==> config.mk <==
export PLATFORM = sky130hd
export DESIGN_NAME = fetch_queue_phase
export DESIGN_NICKNAME = d
export VERILOG_FILES = /design/src/rtl/fetch_queue_phase.sv
export SDC_FILE = /design/constraint.sdc
export NUM_CORES = 1
export LEC_CHECK = 0
export BUFFER_PORTS_ARGS = -buffer_cell sky130_fd_sc_hd__clkbuf_2
export CORE_MARGIN = 5
export CORE_UTILIZATION = 50
export CTS_CLUSTER_SIZE = 12
export DETAILED_ROUTE_END_ITERATION = 10
export MAX_ROUTING_LAYER = met4
export PLACE_DENSITY_LB_ADDON = 0.3
export SETUP_SLACK_MARGIN = 0.3
export SLEW_MARGIN = 20
export SYNTH_ARGS = -nofsm -noshare
export SYNTH_HDL_FRONTEND = slang
export SYNTH_SLANG_ARGS = --single-unit
==> constraint.sdc <==
create_clock -name clk -period 5 [get_ports clk]
set_input_delay 0 -clock clk [delete_from_list [all_inputs] [get_ports clk]]
set_output_delay 0 -clock clk [all_outputs]
set_load 0.02 [all_outputs]
==> src/rtl/fetch_queue_phase.sv <==
// Fetch-side queue: qualifies returning instruction-memory words against the
// in-flight vector, buffers them for decode and requests a PC replay on overflow.
module fetch_queue_phase #(
    parameter int unsigned LOAD_LATENCY = 1,
    parameter int unsigned QUEUE_DEPTH  = 4,
    parameter int unsigned INST_W       = 32,
    parameter int unsigned ADDR_W       = 32
) (
    input  logic                           clk,
    input  logic                           rst,
    input  logic [INST_W-1:0]              inst_from_mem,
    input  logic [ADDR_W-1:0]              pc_to_fet,
    input  logic                           flush,
    output logic                           stall_pc,
    output logic                           fd_valid,
    output logic [INST_W-1:0]              fd_inst,
    output logic [ADDR_W-1:0]              fd_pc,
    input  logic                           fd_ready,
    output logic [$clog2(QUEUE_DEPTH):0]   q_count
);

    localparam int unsigned PtrW = $clog2(QUEUE_DEPTH);
    localparam int unsigned CntW = PtrW + 1;
    localparam logic [CntW-1:0] DepthC = CntW'(QUEUE_DEPTH);

    logic [LOAD_LATENCY-1:0] ifv_q, ifv_d;
    logic [PtrW-1:0]         rptr_q, rptr_d;
    logic [PtrW-1:0]         wptr_q, wptr_d;
    logic [CntW-1:0]         count_q, count_d;

    logic [INST_W-1:0]       inst_mem_q [QUEUE_DEPTH];
    logic [ADDR_W-1:0]       pc_mem_q   [QUEUE_DEPTH];

    logic ret_v;
    logic push;
    logic pop;

    // A returning word is genuine only if its read was issued after the last redirect.
    assign ret_v    = ifv_q[LOAD_LATENCY-1] & ~flush;
    assign pop      = fd_valid & fd_ready;
    assign push     = ret_v & ((count_q < DepthC) | pop);
    assign stall_pc = ret_v & ~push;

    always_comb begin
        ifv_d = '0;
        if (!(flush || stall_pc)) begin
            ifv_d[0] = 1'b1;
            for (int i = 1; i < LOAD_LATENCY; i++) begin
                ifv_d[i] = ifv_q[i-1];
            end
        end
    end

    always_comb begin
        rptr_d  = rptr_q;
        wptr_d  = wptr_q;
        count_d = count_q;
        if (flush) begin
            rptr_d  = '0;
            wptr_d  = '0;
            count_d = '0;
        end else begin
            if (push) begin
                wptr_d = wptr_q + PtrW'(1);
            end
            if (pop) begin
                rptr_d = rptr_q + PtrW'(1);
            end
            count_d = count_q + CntW'(push) - CntW'(pop);
        end
    end

    always_ff @(posedge clk or posedge rst) begin
        if (rst) begin
            ifv_q   <= '0;
            rptr_q  <= '0;
            wptr_q  <= '0;
            count_q <= '0;
        end else begin
            ifv_q   <= ifv_d;
            rptr_q  <= rptr_d;
            wptr_q  <= wptr_d;
            count_q <= count_d;
        end
    end

    // Storage needs no reset: slots are only read while counted as occupied.
    always_ff @(posedge clk) begin
        if (push) begin
            inst_mem_q[wptr_q] <= inst_from_mem;
            pc_mem_q[wptr_q]   <= pc_to_fet;
        end
    end

    assign fd_valid = (count_q != '0);
    assign fd_inst  = inst_mem_q[rptr_q];
    assign fd_pc    = pc_mem_q[rptr_q];
    assign q_count  = count_q;

endmodule

==> impl_metrics.py, run 1 <==
metrics = {
    "run_status": {
        "status": "completed",
    },
    "worst_setup_path": {
        "worstSetupPathDepth": 3,
        "worstSetupStartpointType": "register",
        "reg2reg_depth": 10,
        "critPathMaxFanout": 47,
        "critPathMaxStageDelay_ns": 1.06,
        "critPathSlowestCell": "dfrtp_4",
        "cp-startpoint": "rptr_q[0]",
        "crit_family": "flip-flops",
        "worstPathCellList": "buf_4 -> mux4_2 -> clkbuf_2",
        "required_ns": 5.00,
        "arrival_ns": 2.85,
        "cp-end-kind": "output pin",
        "cp_num_buf_inv": 2,
        "crit-reg2reg-launch": "q_count[2]",
        "critical_path_class": "register to output pin",
    },
    "synthesis": {
        "postSynthAreaPerCell_sq_um": 25.4,
        "synthDistinctLibCells": 23,
        "synth_top_area_share_pct": 79.1,
        "yosysSeqAreaShare_pct": 81.2,
        "synthesis.nets": 457,
        "synth.cell_area_sq_mm": 0.00972,
        "synth.area.top_cells": "edfxtp_1, mux4_2, dfrtp_1, ha_1, buf_6",
        "yosysTopAreaCell": "edfxtp_1",
        "synth-seq-cells": 264,
        "syn_inst": 382,
        "synth_warnings": 0,
    },
    "power_and_ir_drop": {
        "p_total_mw": 5.48,
        "leakage_nw": 4.11,
        "peakVddDrop_v": 0.000417,
        "powerDensity_mw_per_mm2": 455,
        "p_sw_mw": 1.46,
        "clkPwrFrac_pct": 30.5,
        "p_seq_share_pct": 49.3,
        "swShare_pct": 26.7,
        "internal_power_mw": 4.01,
        "combPwrFrac_pct": 20.2,
    },
    "die": {
        "num_rows": 51,
        "die_h_um": 149,
        "coreArea_sq_mm": 0.0193,
        "start_util_pct": 50.4,
        "die_w_um": 149,
        "ios": 137,
        "die-area_sq_mm": 0.0223,
    },
    "sta": {
        "drv_slew": 0,
        "worst_clock_skew_ns": 0.0134,
        "tightestPinTransition_ns": 1.02,
        "hold_viol": 0,
        "finalCritPeriodShare_pct": 57.0,
        "worst_slack_ns": 2.15,
        "setup_viol": 0,
        "rsz0062_at_grt": "false",
        "fin_crit_ns": 2.85,
        "tns_ns": 0,
        "fmax_mhz": 351,
        "whs_ns": 0.240,
        "slew_headroom_pct": 32.3,
    },
    "placed_design": {
        "place.gp.congestion": 0.719,
        "place_ws_ns": 2.56,
        "io_buffers": 136,
        "hpwl_um": 9730,
        "dp.cells": 769,
    },
    "clocking": {
        "ctsResizeCount": 0,
        "cts_tree": "built",
        "cts.sinks": 264,
        "clkLatencyLatePin_ns": 0.52,
        "cts_made_buffers": 26,
        "clock_path_buffers": 3,
        "cts-root-buf": "clkbuf_16",
        "postCtsSetupRepairBufs": 0,
        "clkTransAtPathRegs_ns": 0.06,
        "htree_levels": 1,
    },
    "routing": {
        "via_per_inst": 5.24,
        "final_antenna_net_count": 0,
        "drc_errors": 0,
        "wire_per_inst_um": 20.3,
        "finalWirelength_um": 17800,
        "drtIter0Drc": 265,
        "vias": 4593,
        "drt-pass1-iter-count": 4,
    },
    "min_path": {
        "hold_class": "input port to register",
        "hp-start": "pc_to_fet[28]",
        "whs_path_depth": 2,
    },
    "layout": {
        "nFillCells": 1372,
        "drive_above_1_share_pct": 38.6,
        "area_delta_synth_final_pct": 23.9,
        "instances_no_fill": 876,
        "nNetsFinal": 676,
    },
    "global_route": {
        "grt_use_total_pct": 16.5,
        "grt_max_degree": 66,
        "grt_pass1_vias": 5159,
        "grt_first_pass_wirelength_um": 27700,
        "overflow": 0,
        "grt_antenna_before_repair": 1,
    },
    "job": {
        "max_cap_violations": 0,
    },
}
## path summary, 6_finish.rpt
kind / end / slack, ns
setup / recovery: fd_pc[7] / 2.15
hold / removal: pc_mem_q[1][28] / 0.24
setup reg to reg: q_count[2] / 2.62
hold reg to reg: wptr_q[0] / 0.61
max in group asynchronous: rptr_q[1] / 4.19
min in group asynchronous: q_count[2] / 0.54
## cells by family after synthesis
group	count (synthesis)	synth area share (%)
DFF	264	81.2
muxes	64	14.8
AOI/OAI and AO/OA	6	0.463
buffers and inverters	21	1.35
and+or+nand+nor	16	0.862
adders and majority gates	7	0.978
xor gates and xnor gates	4	0.361
## sequential cells by signal, indices dropped and copies added (netlist names)
name,count
ifv_q,1
rptr_q,2
pc_mem_q,128
wptr_q,2
inst_mem_q,128
q_count,3
## Yosys cell counts
library cell and instances:
nand3_1 1, a21oi_1 1, edfxtp_1 256, fa_1 1, inv_1 6, xor2_1 2
buf_2 6, and2_1 4, o311ai_1 1, mux4_2 64, nand2b_1 2, nor2_1 6
xnor2_1 2, dfrtp_1 8, a21o_1 2, or3_1 1, buf_6 5, nor2b_1 2
o31a_1 1, ha_1 6, clkbuf_1 2, a211oi_1 1, buf_4 2
## power groups by stage
stage / clock network, mW / logic, mW / registers, mW
finish: 1.67 / 1.11 / 2.70
global route: 1.80 / 1.19 / 2.73
global placement: 0 / 1.06 / 2.75
CTS: 1.71 / 1.13 / 2.71
floorplan: 0 / 0.878 / 2.62
detailed placement: 0 / 1.08 / 2.76
## repair_timing
action	4_1_cts	5_1_grt
endpoints found under the setup margin	0	0
hold buffers	69	0
endpoints found under the hold margin	272	0
## routing by layer
layer,track usage (%),wire [um]
met3,3.27,897
met5,-,0
met1,21.0,7230
met2,27.6,9240
met4,4.76,380
## cell type report
class	count	area, sq um	area share, %
Antenna cell	2	5.00	0.0415
Clock buffer	33	677	5.62
Clock inverter	3	25.0	0.208
Inverter	6	22.5	0.187
Multi-Input combinational cell	97	1710	14.2
Sequential cell	264	7900	65.5
Tap cell	265	332	2.75
Timing Repair Buffer	206	1380	11.4
## per-stage QoR
step | cell area, sq um | util [%]
6_report | 12000 | 62.5
3_5_place_dp | 10600 | 55.3
3_3_place_gp | 10600 | 55.3
4_1_cts | 12000 | 62.5
5_1_grt | 12000 | 62.5
2_1_floorplan | 9720 | -
## layout by cell type (no fill, tap or decap), types with 2 or more instances in the layout
cell type,count
edfxtp_1,256
xor2_1,2
nand2b_1,2
dfrtp_4,2
dlygate4sd3_1,69
clkbuf_2,136
nor2_1,6
mux4_2,64
a21o_1,2
clkbuf_1,7
xnor2_1,2
diode_2,2
clkbuf_16,26
and2_4,4
inv_1,6
ha_1,6
nor2b_1,2
dfrtp_1,6
Power figures use the tool's default switching activity.
==> inputs of run 2 (changes only) <==
clock period = 2.8 ns   (was 5 ns; I/O delays follow)
==> run 2 against run 1 <==
Effect of this change:
- combinational power up 96%
- cell count increased by 2.6%
- critical path depth increased by 7
- total power grew 87%
- global-route usage grew 0.49 points
- sequential cell count unchanged
- sequential power rose by 74%
- critical endpoint is now q_count[2]
- largest cell class unchanged
==> impl_metrics.py, run 2 (synthesis gave the netlist of run 1 again) <==
metrics = {
    "run_status": {
        "status": "completed",
    },
    "layout": {
        "final_cell_mix": "edfxtp_1, clkbuf_2, dlygate4sd3_1",
        "nFillCells": 1337,
        "nNetsFinal": 689,
        "mostFrequentLayoutCell": "edfxtp_1",
        "drive_above_1_share_pct": 40.0,
        "instances_no_fill": 899,
        "seq_area_sq_mm": 0.00790,
        "multi_input_area_sq_mm": 0.00171,
        "area_delta_synth_final_pct": 27.0,
    },
    "worst_setup_path": {
        "required_ns": 3.20,
        "critPathMaxFanout": 6,
        "cp_common_cell": "inv_1",
        "worstPathCellList": "nand2b_1 -> nor2b_1 -> inv_1 -> ha_1 -> inv_1 -> ha_1 -> inv_1 -> fa_1 -> xnor2_1 -> nor2_1",
        "critPathSlowestCell": "dfrtp_1",
        "critical_path_class": "register to register",
        "cp-startpoint": "q_count[2]",
        "crit-reg2reg-launch": "q_count[2]",
        "worstSetupStartpointType": "register",
        "cp-end-kind": "register",
        "critPathMaxStageDelay_ns": 0.45,
        "arrival_ns": 2.73,
        "cp_num_buf_inv": 3,
        "crit_family": "adder cells",
    },
    "clocking": {
        "cts_tree": "built",
        "ctsResizeCount": 0,
        "hold_buffers": 68,
        "clkLatencyLatePin_ns": 0.52,
        "postCtsSetupRepairBufs": 0,
        "cts_made_buffers": 28,
        "clkTransAtPathRegs_ns": 0.06,
        "cts.sinks": 264,
        "cts-root-buf": "clkbuf_16",
        "clock_path_buffers": 3,
        "htree_levels": 1,
    },
    "min_path": {
        "hp-start": "pc_to_fet[23]",
        "hold_class": "input port to register",
    },
    "routing": {
        "via_per_inst": 5.24,
        "drc_errors": 0,
        "final_antenna_net_count": 0,
        "finalWirelength_um": 18300,
        "vias": 4709,
        "wire_per_inst_um": 20.3,
        "drtIter0Drc": 270,
        "drt-pass1-iter-count": 5,
    },
    "global_route": {
        "grt_use_total_pct": 17.0,
        "grt_antenna_before_repair": 1,
        "overflow": 0,
        "grt_pass1_vias": 5038,
        "grt_max_degree": 34,
        "grt_first_pass_wirelength_um": 28400,
    },
    "sta": {
        "tns_ns": 0,
        "hold_viol": 0,
        "tightestPinTransition_ns": 0.510,
        "whs_ns": 0.238,
        "drv_slew": 0,
        "slew_headroom_pct": 66.0,
        "finalCritPeriodShare_pct": 83.1,
        "rsz0062_at_grt": "false",
        "fin_crit_ns": 2.33,
        "fmax_mhz": 430,
        "worst_clock_skew_ns": 0.00529,
        "setup_viol": 0,
    },
    "placed_design": {
        "place.gp.congestion": 0.748,
        "io_buffers": 136,
        "hpwl_um": 11500,
        "dp.cells": 781,
    },
    "power_and_ir_drop": {
        "p_sw_mw": 2.72,
        "p_seq_share_pct": 46.0,
        "leakage_nw": 4.26,
        "internal_power_mw": 7.49,
        "clkPwrFrac_pct": 32.6,
        "swShare_pct": 26.7,
        "peakVddDrop_v": 0.000577,
        "powerDensity_mw_per_mm2": 828,
        "combPwrFrac_pct": 21.4,
    },
    "die": {
        "die_h_um": 149,
        "num_rows": 51,
        "coreArea_sq_mm": 0.0193,
        "ios": 137,
        "die_w_um": 149,
        "die-area_sq_mm": 0.0223,
        "start_util_pct": 50.4,
    },
    "job": {
        "max_cap_violations": 0,
    },
}
==> run 2: final cells by class <==
type	instances	area share (%)
well taps	265	2.69
inverters	6	0.182
clock buffers	42	6.44
repair buffers	217	12.5
clock inverters	7	0.324
flip-flops and latches	264	64.0
diodes	1	0.0203
multi-input cells	97	13.9
==> run 2: metal layers <==
layer,part of all wire (%),global-route usage [%],up-vias
met5,0,-,-
met4,1.7,3.89,0
met3,5.4,3.57,29
met2,51,28.6,133
met1,42,21.8,2460
li1,-,-,2087
==> run 2: worst paths after layout <==
kind / cells after the start / endpoint / slack, ns
max: 10 / q_count[2] / 0.47
min: 2 / pc_mem_q[1][23] / 0.24
max reg2reg: 10 / q_count[2] / 0.47
min reg2reg: 2 / wptr_q[0] / 0.60
max in group asynchronous: 4 / rptr_q[1] / 2.01
min in group asynchronous: 4 / wptr_q[0] / 0.52
==> run 2: per-stage QoR <==
| stage | power (mW) | worst slack, ns | utilization, % | area, sq um |
|---|---|---|---|---|
| floorplan | 6.25 | 0.593 | - | 9720 |
| global route | 10.6 | 0.327 | 64.1 | 12300 |
| global placement | 6.91 | 0.607 | 56.2 | 10800 |
| finish | 10.2 | 0.473 | 64.1 | 12300 |
| detailed placement | 6.95 | 0.503 | 56.2 | 10800 |
| CTS | 10.4 | 0.407 | 64.0 | 12300 |
==> run 2: power by group through the flow <==
| stage | sequential, mW | combinational [mW] | clock [mW] |
|---|---|---|---|
| floorplan | 4.68 | 1.57 | 0 |
| global placement | 4.78 | 2.14 | 0 |
| detailed placement | 4.79 | 2.16 | 0 |
| CTS | 4.71 | 2.24 | 3.40 |
| global route | 4.73 | 2.34 | 3.58 |
| finish | 4.70 | 2.18 | 3.33 |
==> inputs of run 3 (changes only) <==
clock period = 2.3 ns   (was 2.8 ns; I/O delays follow)
==> run 3 against run 2 <==
Effect of this change:
- sequential power rose by 20%
- non-clock buffer count increased by 21
- global-route usage grew 0.12 points
- hold slack improved by 0.013 ns
- sequential share of layout area shrank 2.4 points
- clock power is 15% higher
- total power up 28%
- critical path depth is 6 lower
- clock skew increased by 0.0025 ns
- first-iteration DRC count grew 0.74%
- core utilization grew 2.5 points
- register-to-register slack worse by 0.17 ns
==> impl_metrics.py, run 3 (synthesis gave the netlist of run 1 again) <==
metrics = {
    "run_status": {
        "status": "completed",
    },
    "die": {
        "die_h_um": 149,
        "ios": 137,
        "die_w_um": 149,
        "start_util_pct": 50.4,
        "die-area_sq_mm": 0.0223,
        "num_rows": 51,
        "coreArea_sq_mm": 0.0193,
    },
    "worst_setup_path": {
        "cp_num_buf_inv": 3,
        "worstPathCellList": "buf_12 -> clkbuf_16 -> mux4_2 -> buf_6",
        "critPathMaxStageDelay_ns": 0.52,
        "cp-end-kind": "output pin",
        "critPathSlowestCell": "mux4_2",
        "crit_family": "multiplexers",
        "required_ns": 2.30,
        "critPathMaxFanout": 5,
        "worstSetupStartpointType": "register",
        "arrival_ns": 2.01,
        "critical_path_class": "register to output pin",
    },
    "routing": {
        "drt-pass1-iter-count": 4,
        "wire_per_inst_um": 21.4,
        "via_per_inst": 5.19,
        "finalWirelength_um": 19500,
        "drtIter0Drc": 272,
        "drc_errors": 0,
        "final_antenna_net_count": 0,
        "vias": 4748,
    },
    "sta": {
        "finalCritPeriodShare_pct": 87.2,
        "tns_ns": 0,
        "whs_ns": 0.251,
        "fmax_mhz": 498,
        "worst_slack_ns": 0.294,
        "drv_slew": 0,
        "tightestPinTransition_ns": 0.416,
        "worst_clock_skew_ns": 0.00778,
        "rsz0062_at_grt": "true",
        "slew_headroom_pct": 72.3,
        "hold_viol": 0,
        "setup_viol": 0,
        "fin_crit_ns": 2.01,
    },
    "global_route": {
        "grt_pass1_vias": 5268,
        "overflow": 0,
        "grt_first_pass_wirelength_um": 28600,
        "grt_use_total_pct": 17.2,
        "grt_max_degree": 65,
        "grt_antenna_before_repair": 0,
    },
    "power_and_ir_drop": {
        "powerDensity_mw_per_mm2": 1020,
        "leakage_nw": 4.45,
        "peakVddDrop_v": 0.000639,
    },
    "layout": {
        "drive_above_1_share_pct": 43.1,
        "instances_no_fill": 914,
        "nNetsFinal": 709,
        "final_cell_mix": "edfxtp_1, clkbuf_2, dlygate4sd3_1",
        "mostFrequentLayoutCell": "edfxtp_1",
        "fin_util_pct": 66.5,
        "area_delta_synth_final_pct": 31.9,
    },
    "placed_design": {
        "hpwl_um": 10300,
        "io_buffers": 136,
        "place_ws_ns": 0.236,
        "place.gp.congestion": 0.721,
        "dp.cells": 777,
    },
    "clocking": {
        "cts_made_buffers": 27,
        "clkLatencyLatePin_ns": 0.51,
        "clock_path_buffers": 3,
        "cts_tree": "built",
        "clkTransAtPathRegs_ns": 0.06,
        "htree_levels": 1,
        "cts.sinks": 264,
        "cts-root-buf": "clkbuf_16",
    },
    "job": {
        "max_cap_violations": 0,
    },
    "min_path": {
        "hold_class": "input port to register",
    },
}
-- run 3: cell types whose count changed in the layout (fill, tap and decap cells not counted), moves of 3 or more --
| cell | delta |
|---|---|
| buf_6 | +35 |
| dfrtp_1 | -3 |
| buf_2 | +14 |
| clkbuf_2 | -48 |
| buf_4 | +10 |
| clkbuf_16 | +3 |
| dfrtp_2 | +3 |
-- run 3: area by class of cell --
class	instances	area [sq um]
repair buffers	238	2070
clock inverters	6	33.8
multi-input cells	97	1730
flip-flops and latches	264	7900
clock buffers	37	734
diodes	1	2.50
well taps	265	332
inverters	6	22.5
fillers	1277	6450
-- run 3: worst reg2reg max path, delay by kind of cell, from the launching register on --
family,cells,cell delay (ns)
fa+ha+maj,3,0.99
flops,1,0.43
compound gates,1,0.33
buf+inv,2,0.11
simple gates,1,0.04
-- run 3: timing repair --
item	in CTS	in global routing
buffers inserted	3	14
cloned	0	7
endpoints found under the hold margin	272	0
hold buffers	69	0
setup endpoints to repair	66	66
pin swaps	3	2
resized for setup	2	129
-- run 3: metrics by stage --
step | total power, mW | instance area [sq um]
2_1_floorplan | 7.62 | 9740
5_1_grt | 13.6 | 12800
3_3_place_gp | 8.41 | 10800
6_report | 13.1 | 12800
3_5_place_dp | 8.46 | 10800
4_1_cts | 12.4 | 12300
-- run 3: path summary, 6_finish.rpt --
check	cells after the start	end	slack [ns]	from
min	2	pc_mem_q[1][23]	0.25	pc_to_fet[23]
max in group asynchronous	4	rptr_q[0]	1.48	rst
min reg2reg	2	wptr_q[1]	0.67	ifv_q
max reg2reg	7	q_count[1]	0.30	q_count[1]
max	4	fd_inst[15]	0.29	rptr_q[0]
min in group asynchronous	4	rptr_q[1]	0.55	rst
-- run 3: report_power, final --
part | total, mW | leakage (nW) | internal [mW] | switching (mW)
logic | 3.61 | 1.65 | 1.88 | 1.73
clock network | 3.82 | 0.373 | 2.21 | 1.61
registers | 5.63 | 2.42 | 5.52 | 0.116
-- run 3: per-layer routing --
layer  vias up  routed length [um]  global-route usage, %
met1      2456                8180                   22.4
met3        25                 978                   2.76
met2       142               10100                   28.9
li1       2125                   -                      -
met4         0                 288                   4.07
met5         -                   0                      -
